`src/rtl/mul_hash_if.sv`:
```
// Handshake bundle for the multiplicative hash unit: the upstream symbol side
// and the downstream terms/hash side share one interface instance.
interface mul_hash_if #(
  parameter int DATA_W    = 8,
  parameter int CHUNK     = 16,
  parameter int NTERM     = 4,
  parameter int HASH_BITS = 16,
  parameter int TAG_W     = 8
);
  logic [DATA_W-1:0]               in_data;
  logic [TAG_W-1:0]                in_tag;
  logic                            in_valid;
  logic                            in_ready;
  logic [NTERM*(DATA_W+CHUNK)-1:0] out_terms;
  logic [HASH_BITS-1:0]            out_hash;
  logic [TAG_W-1:0]                out_tag;
  logic                            out_valid;
  logic                            out_ready;

  // Environment side: produces symbols, consumes hashes.
  modport master (
    output in_data, in_tag, in_valid, out_ready,
    input  in_ready, out_terms, out_hash, out_tag, out_valid
  );

  // Hash unit side.
  modport slave (
    input  in_data, in_tag, in_valid, out_ready,
    output in_ready, out_terms, out_hash, out_tag, out_valid
  );
endinterface

```
`src/rtl/mul_hash_pipe.sv`:
```
// Flow-controlled multiplicative hash: IN_REGS input stages, a partial-product
// multiply stage and a combine stage that emits the terms plus the top
// HASH_BITS of (a*MULT mod 2^B_W). All stages advance together.
module mul_hash_pipe #(
  parameter int          DATA_W    = 8,
  parameter int          CHUNK     = 16,
  parameter int          NTERM     = 4,
  parameter logic [63:0] MULT      = 64'h0b4e0ef37bc32127,
  parameter int          HASH_BITS = 16,
  parameter int          IN_REGS   = 1,
  parameter int          TAG_W     = 8
) (
  input logic     clk,
  input logic     rst,
  mul_hash_if.slave bus
);
  localparam int B_W    = NTERM * CHUNK;
  localparam int TERM_W = DATA_W + CHUNK;
  localparam logic [B_W-1:0] MULT_B = B_W'(MULT);

  // Fibonacci hash: keep the most significant HASH_BITS of the low product word.
  function automatic logic [HASH_BITS-1:0] take_hash(input logic [B_W-1:0] s);
    return s[B_W-1 -: HASH_BITS];
  endfunction

  logic adv;

  logic [DATA_W-1:0] dat_p0 [IN_REGS];
  logic [TAG_W-1:0]  tag_p0 [IN_REGS];
  logic [IN_REGS-1:0] vld_p0;

  logic [TERM_W-1:0] term_p1 [NTERM];
  logic [TAG_W-1:0]  tag_p1;
  logic              vld_p1;

  logic [B_W-1:0]    sum_c;

  logic [NTERM*TERM_W-1:0] terms_p2;
  logic [HASH_BITS-1:0]    hash_p2;
  logic [TAG_W-1:0]        tag_p2;
  logic                    vld_p2;

  // A stalled output freezes the whole chain; bubbles move like data.
  assign adv          = !vld_p2 || bus.out_ready;
  assign bus.in_ready = adv;

  // ---- stage p0: input register chain ----
  // Shift symbol, tag and valid through the IN_REGS input stages.
  always_ff @(posedge clk) begin
    if (rst) begin
      for (int i = 0; i < IN_REGS; i++) begin
        dat_p0[i] <= '0;
        tag_p0[i] <= '0;
      end
      vld_p0 <= '0;
    end else if (adv) begin
      dat_p0[0] <= bus.in_data;
      tag_p0[0] <= bus.in_tag;
      vld_p0[0] <= bus.in_valid && adv;
      for (int i = 1; i < IN_REGS; i++) begin
        dat_p0[i] <= dat_p0[i-1];
        tag_p0[i] <= tag_p0[i-1];
        vld_p0[i] <= vld_p0[i-1];
      end
    end
  end

  // ---- stage p1: partial products against each constant slice ----
  // Each term is exact at DATA_W+CHUNK bits, so no truncation happens here.
  always_ff @(posedge clk) begin
    if (rst) begin
      for (int i = 0; i < NTERM; i++) term_p1[i] <= '0;
      tag_p1 <= '0;
      vld_p1 <= 1'b0;
    end else if (adv) begin
      for (int i = 0; i < NTERM; i++)
        term_p1[i] <= TERM_W'(dat_p0[IN_REGS-1]) * TERM_W'(MULT_B[i*CHUNK +: CHUNK]);
      tag_p1 <= tag_p0[IN_REGS-1];
      vld_p1 <= vld_p0[IN_REGS-1];
    end
  end

  // Shift-and-add the terms back into the low B_W bits of the full product.
  always_comb begin
    sum_c = '0;
    for (int i = 0; i < NTERM; i++)
      sum_c = sum_c + (B_W'(term_p1[i]) << (i * CHUNK));
  end

  // ---- stage p2: combine / output register ----
  // Register the terms, the combined hash and the tag for the consumer.
  always_ff @(posedge clk) begin
    if (rst) begin
      terms_p2 <= '0;
      hash_p2  <= '0;
      tag_p2   <= '0;
      vld_p2   <= 1'b0;
    end else if (adv) begin
      for (int i = 0; i < NTERM; i++)
        terms_p2[i*TERM_W +: TERM_W] <= term_p1[i];
      hash_p2 <= take_hash(sum_c);
      tag_p2  <= tag_p1;
      vld_p2  <= vld_p1;
    end
  end

  assign bus.out_terms = terms_p2;
  assign bus.out_hash  = hash_p2;
  assign bus.out_tag   = tag_p2;
  assign bus.out_valid = vld_p2;
endmodule
```
`src/flat_wrapper.sv`:
```
// flat-port wrapper written by rule: the top's interface ports become plain ports
module mul_hash_pipe_flat 
#(
  parameter int          DATA_W    = 8,
  parameter int          CHUNK     = 16,
  parameter int          NTERM     = 4,
  parameter logic [63:0] MULT      = 64'h0b4e0ef37bc32127,
  parameter int          HASH_BITS = 16,
  parameter int          IN_REGS   = 1,
  parameter int          TAG_W     = 8
)
  (clk, rst, bus_in_data, bus_in_tag, bus_in_valid, bus_out_ready, bus_in_ready, bus_out_terms, bus_out_hash, bus_out_tag, bus_out_valid);
  mul_hash_if #(.DATA_W(DATA_W), .CHUNK(CHUNK), .NTERM(NTERM), .HASH_BITS(HASH_BITS), .TAG_W(TAG_W)) bus_i ();
  input logic clk;
  input logic rst;
  input wire logic [$bits(bus_i.in_data)-1:0] bus_in_data;
  input wire logic [$bits(bus_i.in_tag)-1:0] bus_in_tag;
  input wire logic [$bits(bus_i.in_valid)-1:0] bus_in_valid;
  input wire logic [$bits(bus_i.out_ready)-1:0] bus_out_ready;
  output wire logic [$bits(bus_i.in_ready)-1:0] bus_in_ready;
  output wire logic [$bits(bus_i.out_terms)-1:0] bus_out_terms;
  output wire logic [$bits(bus_i.out_hash)-1:0] bus_out_hash;
  output wire logic [$bits(bus_i.out_tag)-1:0] bus_out_tag;
  output wire logic [$bits(bus_i.out_valid)-1:0] bus_out_valid;
  assign bus_i.in_data = bus_in_data;
  assign bus_i.in_tag = bus_in_tag;
  assign bus_i.in_valid = bus_in_valid;
  assign bus_i.out_ready = bus_out_ready;
  assign bus_in_ready = bus_i.in_ready;
  assign bus_out_terms = bus_i.out_terms;
  assign bus_out_hash = bus_i.out_hash;
  assign bus_out_tag = bus_i.out_tag;
  assign bus_out_valid = bus_i.out_valid;
  mul_hash_pipe #(.DATA_W(DATA_W), .CHUNK(CHUNK), .NTERM(NTERM), .MULT(MULT), .HASH_BITS(HASH_BITS), .IN_REGS(IN_REGS), .TAG_W(TAG_W)) u_core (.clk(clk), .rst(rst), .bus(bus_i));
endmodule
```
`config.mk`:
```
export PLATFORM = sky130hd
export DESIGN_NAME = mul_hash_pipe_flat
export DESIGN_NICKNAME = d
export VERILOG_FILES = /design/src/rtl/mul_hash_if.sv /design/src/rtl/mul_hash_pipe.sv /design/src/flat_wrapper.sv
export SDC_FILE = /design/constraint.sdc
export NUM_CORES = 1
export LEC_CHECK = 0
export CAP_MARGIN = 10
export CORE_AREA = 2 2 255 182
export CTS_BUF_LIST = sky130_fd_sc_hd__clkbuf_16
export DETAILED_ROUTE_END_ITERATION = 12
export DIE_AREA = 0 0 257 184
export GPL_TIMING_DRIVEN = 0
export HOLD_SLACK_MARGIN = 0.05
export PLACE_DENSITY = 0.43
export SETUP_SLACK_MARGIN = 0.1
export SYNTH_ARGS = -nofsm -noshare
export SYNTH_HDL_FRONTEND = slang
export SYNTH_SLANG_ARGS = --single-unit
```
`constraint.sdc`:
```
create_clock -name clk -period 6.3 [get_ports clk]
set_input_delay 0.63 -clock clk [delete_from_list [all_inputs] [get_ports clk]]
set_output_delay 0.63 -clock clk [all_outputs]
set_load 0.03 [all_outputs]
```
Yosys cells after proc, flatten, opt, wreduce, memory -nomap -nowiden
Memory sizes are Yosys's and may differ from the RTL's. A register that Yosys moved wholly into a read port is not among the register bits.
Cells that the tools add are included.
{"block": "op_classes", "addsub": 3, "multipliers": 4, "muxes": 13, "bitwise": 4, "reduce_logical": 5}
{"op": "2-to-1 mux 23 bit", "n": 4}
{"op": "adder 64 x 56 -> 64 bit", "n": 1}
{"op": "adder 64 bit", "n": 1}
{"op": "adder 24 x 40 -> 41 bit", "n": 1}
{"op": "multiplier 8 x 15 -> 23 bit (second input constant)", "n": 1}
{"op": "multiplier 8 x 14 -> 22 bit (second input constant)", "n": 1}
{"op": "multiplier 8 x 12 -> 20 bit (second input constant)", "n": 1}
{"op": "multiplier 8 x 11 -> 19 bit (second input constant)", "n": 1}
{"op": "2-to-1 mux 8 bit", "n": 2}
{"op": "OR reduction 8 bit", "n": 2}
{"op": "2-to-1 mux 1 bit", "n": 7}
{"op": "OR 1 bit", "n": 4}
{"op": "logical AND 1 bit", "n": 1}
{"op": "logical NOT 1 bit", "n": 1}
{"op": "logical OR 1 bit", "n": 1}
{"block": "word_totals", "register_bits": 123, "ramBits": 108, "input_bits": 20, "out_inout_bits": 122, "n_memories": 3}
{"name": "u_core.term_p1", "words": 4, "width": 23, "rd": 4, "rd_clocked_by_memory_dff": 0, "wr": 4, "line_no": "mul_hash_pipe.sv:32", "text": "logic [TERM_W-1:0] term_p1 [NTERM];"}
{"name": "u_core.dat_p0", "words": 1, "width": 8, "rd": 1, "rd_clocked_by_memory_dff": 0, "wr": 1, "line_no": "mul_hash_pipe.sv:28", "text": "logic [DATA_W-1:0] dat_p0 [IN_REGS];"}
{"name": "u_core.tag_p0", "words": 1, "width": 8, "rd": 1, "rd_clocked_by_memory_dff": 1, "wr": 1, "line_no": "mul_hash_pipe.sv:29", "text": "logic [TAG_W-1:0] tag_p0 [IN_REGS];"}

Longest topological paths before layout
{"block": "logic_depth", "word_depth": 7, "mapped_depth": 20}

Worst setup path after synthesis
No wires, ideal clock.
{"block": "synth_path", "path_kind": "reg-to-reg", "startpoint": "mem u_core.dat_p0[0][5]", "endpoint": "mem u_core.term_p1[1][22] in the netlist's numbering, data pin", "setup_time_ns": 0.266, "t_arrival_ns": 4.821, "t_required_ns": 6.034, "path_slack_ns": 1.213, "path_stages_with_launch": 17, "synth_period_minus_slack_ns": 5.087, "path_cell_list": "edfxtp_1 > fa_1 > inv_1 > fa_1 > fa_1 > fa_1 > inv_1 > ha_1 > or3_1 > o21ai_0 > o21bai_1 > and4_1 > and3_1 > o31ai_1 > o21ai_1 > xnor2_1 > nor2_1"}
{"element": "start: declaration", "line_no": "mul_hash_pipe.sv:28"}
{"element": "end: declaration", "line_no": "mul_hash_pipe.sv:32"}

==> results.sh <==
export IMPL_status="finished, final reports clean"
export IMPL_wirelength_um=39600
export IMPL_post_drt_wl_per_cell_um=18.0
export IMPL_powerDensity_nw_per_um2=327
export IMPL_layout_common_cells="nand2_1 (227), ha_1 (169), inv_1 (148), a21oi_1 (132), clkdlybuf4s50_1 (129)"
export IMPL_start_util=0.298
export IMPL_drv_slew=0
export IMPL_drt_iter0_drc=582
export IMPL_finalSetupTns_ps=0
export IMPL_cts_sinks=193
export IMPL_fin_crit_sh=0.942
export IMPL_std_cell_rows=65
export IMPL_cts_root_buf="clkbuf_16"
export IMPL_drtAntennaViolNets=0
export IMPL_synth_enable_flop_cells=87
export IMPL_place_ws_ps=9.44
export IMPL_antenna_found_initial=1
export IMPL_grt_pass1_vias=9883
export IMPL_io_buffers=129
export IMPL_grt_total_usage=0.170
export IMPL_finalSetupViolations=0
export IMPL_crit_arrival_ps=6080
export IMPL_clockBufferDepth=2
export IMPL_skew_ps=13.2
export IMPL_synth_area_per_cell_um2=9.46
export IMPL_syn2layout_area_growth_pct=21.2
export IMPL_synth_main_ff_cell="dfxtp_1"
export IMPL_hold_violations=0
export IMPL_die_h_um=184
export IMPL_final_common_cell="nand2_1"
export IMPL_vdd_drop_max_mv=0.208
export IMPL_vias_per_cell=4.61
export IMPL_h_tree_depth=4
export IMPL_synth_area_um2=13300
export IMPL_fp_dieArea_um2=47300
export IMPL_timing_hold_ws_ps=451
export IMPL_async_reset_ff_frac=0
export IMPL_critPathRequiredTime_ps=6450
export IMPL_path_class="reg -> reg"
export IMPL_cts_tree="yes"
export IMPL_cts_hold_buf=0
export IMPL_grt_overflow=0
export IMPL_antenna_cells=0
export IMPL_fin_ws_ps=368
export IMPL_rsz0062_at_grt="no"
export IMPL_gp_congestion=0.847
export IMPL_fmax_mhz=169
export IMPL_finalCriticalPeriod_ps=5930
export IMPL_synth_cells=1406
export IMPL_core_area_um2=44600
export IMPL_synth_cell_types=60
export IMPL_clk_pin_slew_ps=80
export IMPL_synth_seq_area_share=0.356
export IMPL_dpl_cell_count=2150
export IMPL_slew_headroom=0.266
export IMPL_drv_cap=0
export IMPL_instances_no_fill=2200
export IMPL_ys_ff_latch=193
export IMPL_ioPinCount=142
export IMPL_leakage_nw=7.20
export IMPL_drc=0
export IMPL_max_slew_worst_pin_slew_ps=1100
export IMPL_die_x_um=257
export IMPL_first_pass_iters=5
export IMPL_nets=1849
export IMPL_ys_warn_count=0
export IMPL_start_kind="flop"
export IMPL_vias=10100
export IMPL_utilization=0.361
export IMPL_grt_pass1_wl_um=60200
export IMPL_end_kind="flop"
export IMPL_hold_class="reg -> reg"
export IMPL_cts_made_buffers=17
export IMPL_hpwl_um=31700
export IMPL_clkLatencyLatePin_ps=450
export IMPL_layout_drive_gt1_share=0.0601
export IMPL_cp_max_fo=10
export IMPL_grt_max_degree=46
worst max-delay path, cell delays in order, from the launching register on:
cell and delay [ps]:
edfxtp_1 780, ha_1 450, inv_1 230, fa_1 590
fa_1 460, fa_1 540, inv_1 70, ha_1 210
or3_1 360, nor3_1 350, o21ai_0 240, and3_1 260
o31ai_1 380, o21ai_1 150, xnor2_1 420, nor2_1 160
layer usage:
layer / track usage / part of all wire
met5: 0 / 0
met4: 0.0309 / 0.0091
met3: 0.0347 / 0.051
met2: 0.238 / 0.40
met1: 0.265 / 0.54
what timing repair did:
action | 4_1_cts | 5_1_grt
setup endpoints to repair | 1 | 4
resized for setup | 1 | 0
hold endpoints to repair | 0 | 0
setup buffers | 0 | 18
cell type report:
| type | count | area, µm² |
|---|---|---|
| well taps | 603 | 754 |
| repair buffers | 148 | 1470 |
| fillers | 4546 | 28500 |
| multi-input cells | 1010 | 7710 |
| clock inverters | 14 | 108 |
| clock buffers | 18 | 450 |
| plain buffers | 67 | 353 |
| flip-flops and latches | 193 | 4730 |
| inverters | 147 | 554 |
where the power goes:
part,switching [W],internal (W),total [W]
clock network,0.000541,0.000536,0.00108
registers,0.000191,0.00159,0.00178
logic,0.00146,0.000960,0.00242
total,0.00219,0.00308,0.00527
worst paths after layout:
check                                               from                       end  slack, ps  cells past startpoint
worst max-delay path                 u_core.dat_p0[0][4]     u_core.term_p1[1][22]        370                     15
worst min-delay path            u_core.bus.out_terms[36]  u_core.bus.out_terms[36]        450                      2
worst max register to register       u_core.dat_p0[0][4]     u_core.term_p1[1][22]        370                     15
worst min register to register  u_core.bus.out_terms[36]  u_core.bus.out_terms[36]        450                      2
through the flow:
| stage | instance area (µm²) | total power, W |
|---|---|---|
| finish | 16100 | 0.00527 |
| global route | 16100 | 0.00566 |
| global placement | 15400 | 0.00420 |
| floorplan | 13300 | 0.00337 |
| detailed placement | 15400 | 0.00419 |
| CTS | 16000 | 0.00529 |
cell usage after synthesis, types with 2 or more instances:
master     number  area share
mux2i_1         2      0.0015
a211oi_1       12      0.0068
a21boi_0        2      0.0011
dfxtp_1       106        0.16
ha_1          169        0.16
and3_1          5      0.0024
o21a_1          9      0.0051
a41oi_2         2      0.0024
or2_2           8      0.0038
edfxtp_1       87        0.20
nor3b_1         4      0.0023
o21ai_0        18      0.0068
nand4_1        10      0.0047
xnor2_1        28       0.018
nor2b_1         5      0.0024
o2111ai_1       2      0.0013
clkbuf_1       38       0.011
nor2_1         89       0.025
a41o_1          3      0.0023
fa_1           76        0.11
a31oi_1         2     0.00094
a21oi_1       132       0.050
a21o_1         13      0.0073
a41oi_1         2      0.0013
a211oi_2        2      0.0019
o21bai_1        6      0.0034
or3_1          10      0.0047
a31o_2          2      0.0013
o21ai_1         7      0.0026
inv_1         146       0.041
nand3_1        22      0.0083
nor4_1          2     0.00094
o31ai_1         4      0.0023
xor2_1         37       0.024
buf_4          25       0.014
nand2b_1        8      0.0038
o211ai_1        2      0.0011
and4_1          2      0.0013
nand2_1       227       0.064
and2_1         25       0.012
nor3_1         34       0.013
buf_1           3     0.00085
state kept, by name (all words and copies together), names as in the netlist:
| name | count |
|---|---|
| u_core.bus.out_terms | 71 |
| u_core.term_p1 | 71 |
| u_core.bus.out_hash | 16 |
| u_core.bus.out_tag | 8 |
| u_core.dat_p0 | 8 |
| u_core.tag_p0 | 8 |
| u_core.tag_p1 | 8 |
| u_core.bus.out_valid | 1 |
| u_core.vld_p0 | 1 |
| u_core.vld_p1 | 1 |
logic make-up after synthesis:
| family | after synthesis | share of synthesized area |
|---|---|---|
| compound gates | 233 | 0.109 |
| fa+ha+maj | 245 | 0.273 |
| xor+xnor | 65 | 0.0428 |
| flops | 193 | 0.356 |
| other cells | 1 | 0.000282 |
| simple gates | 453 | 0.149 |
| buf+inv | 214 | 0.0680 |
| mux | 2 | 0.00150 |
Power figures use the tool's default switching activity.
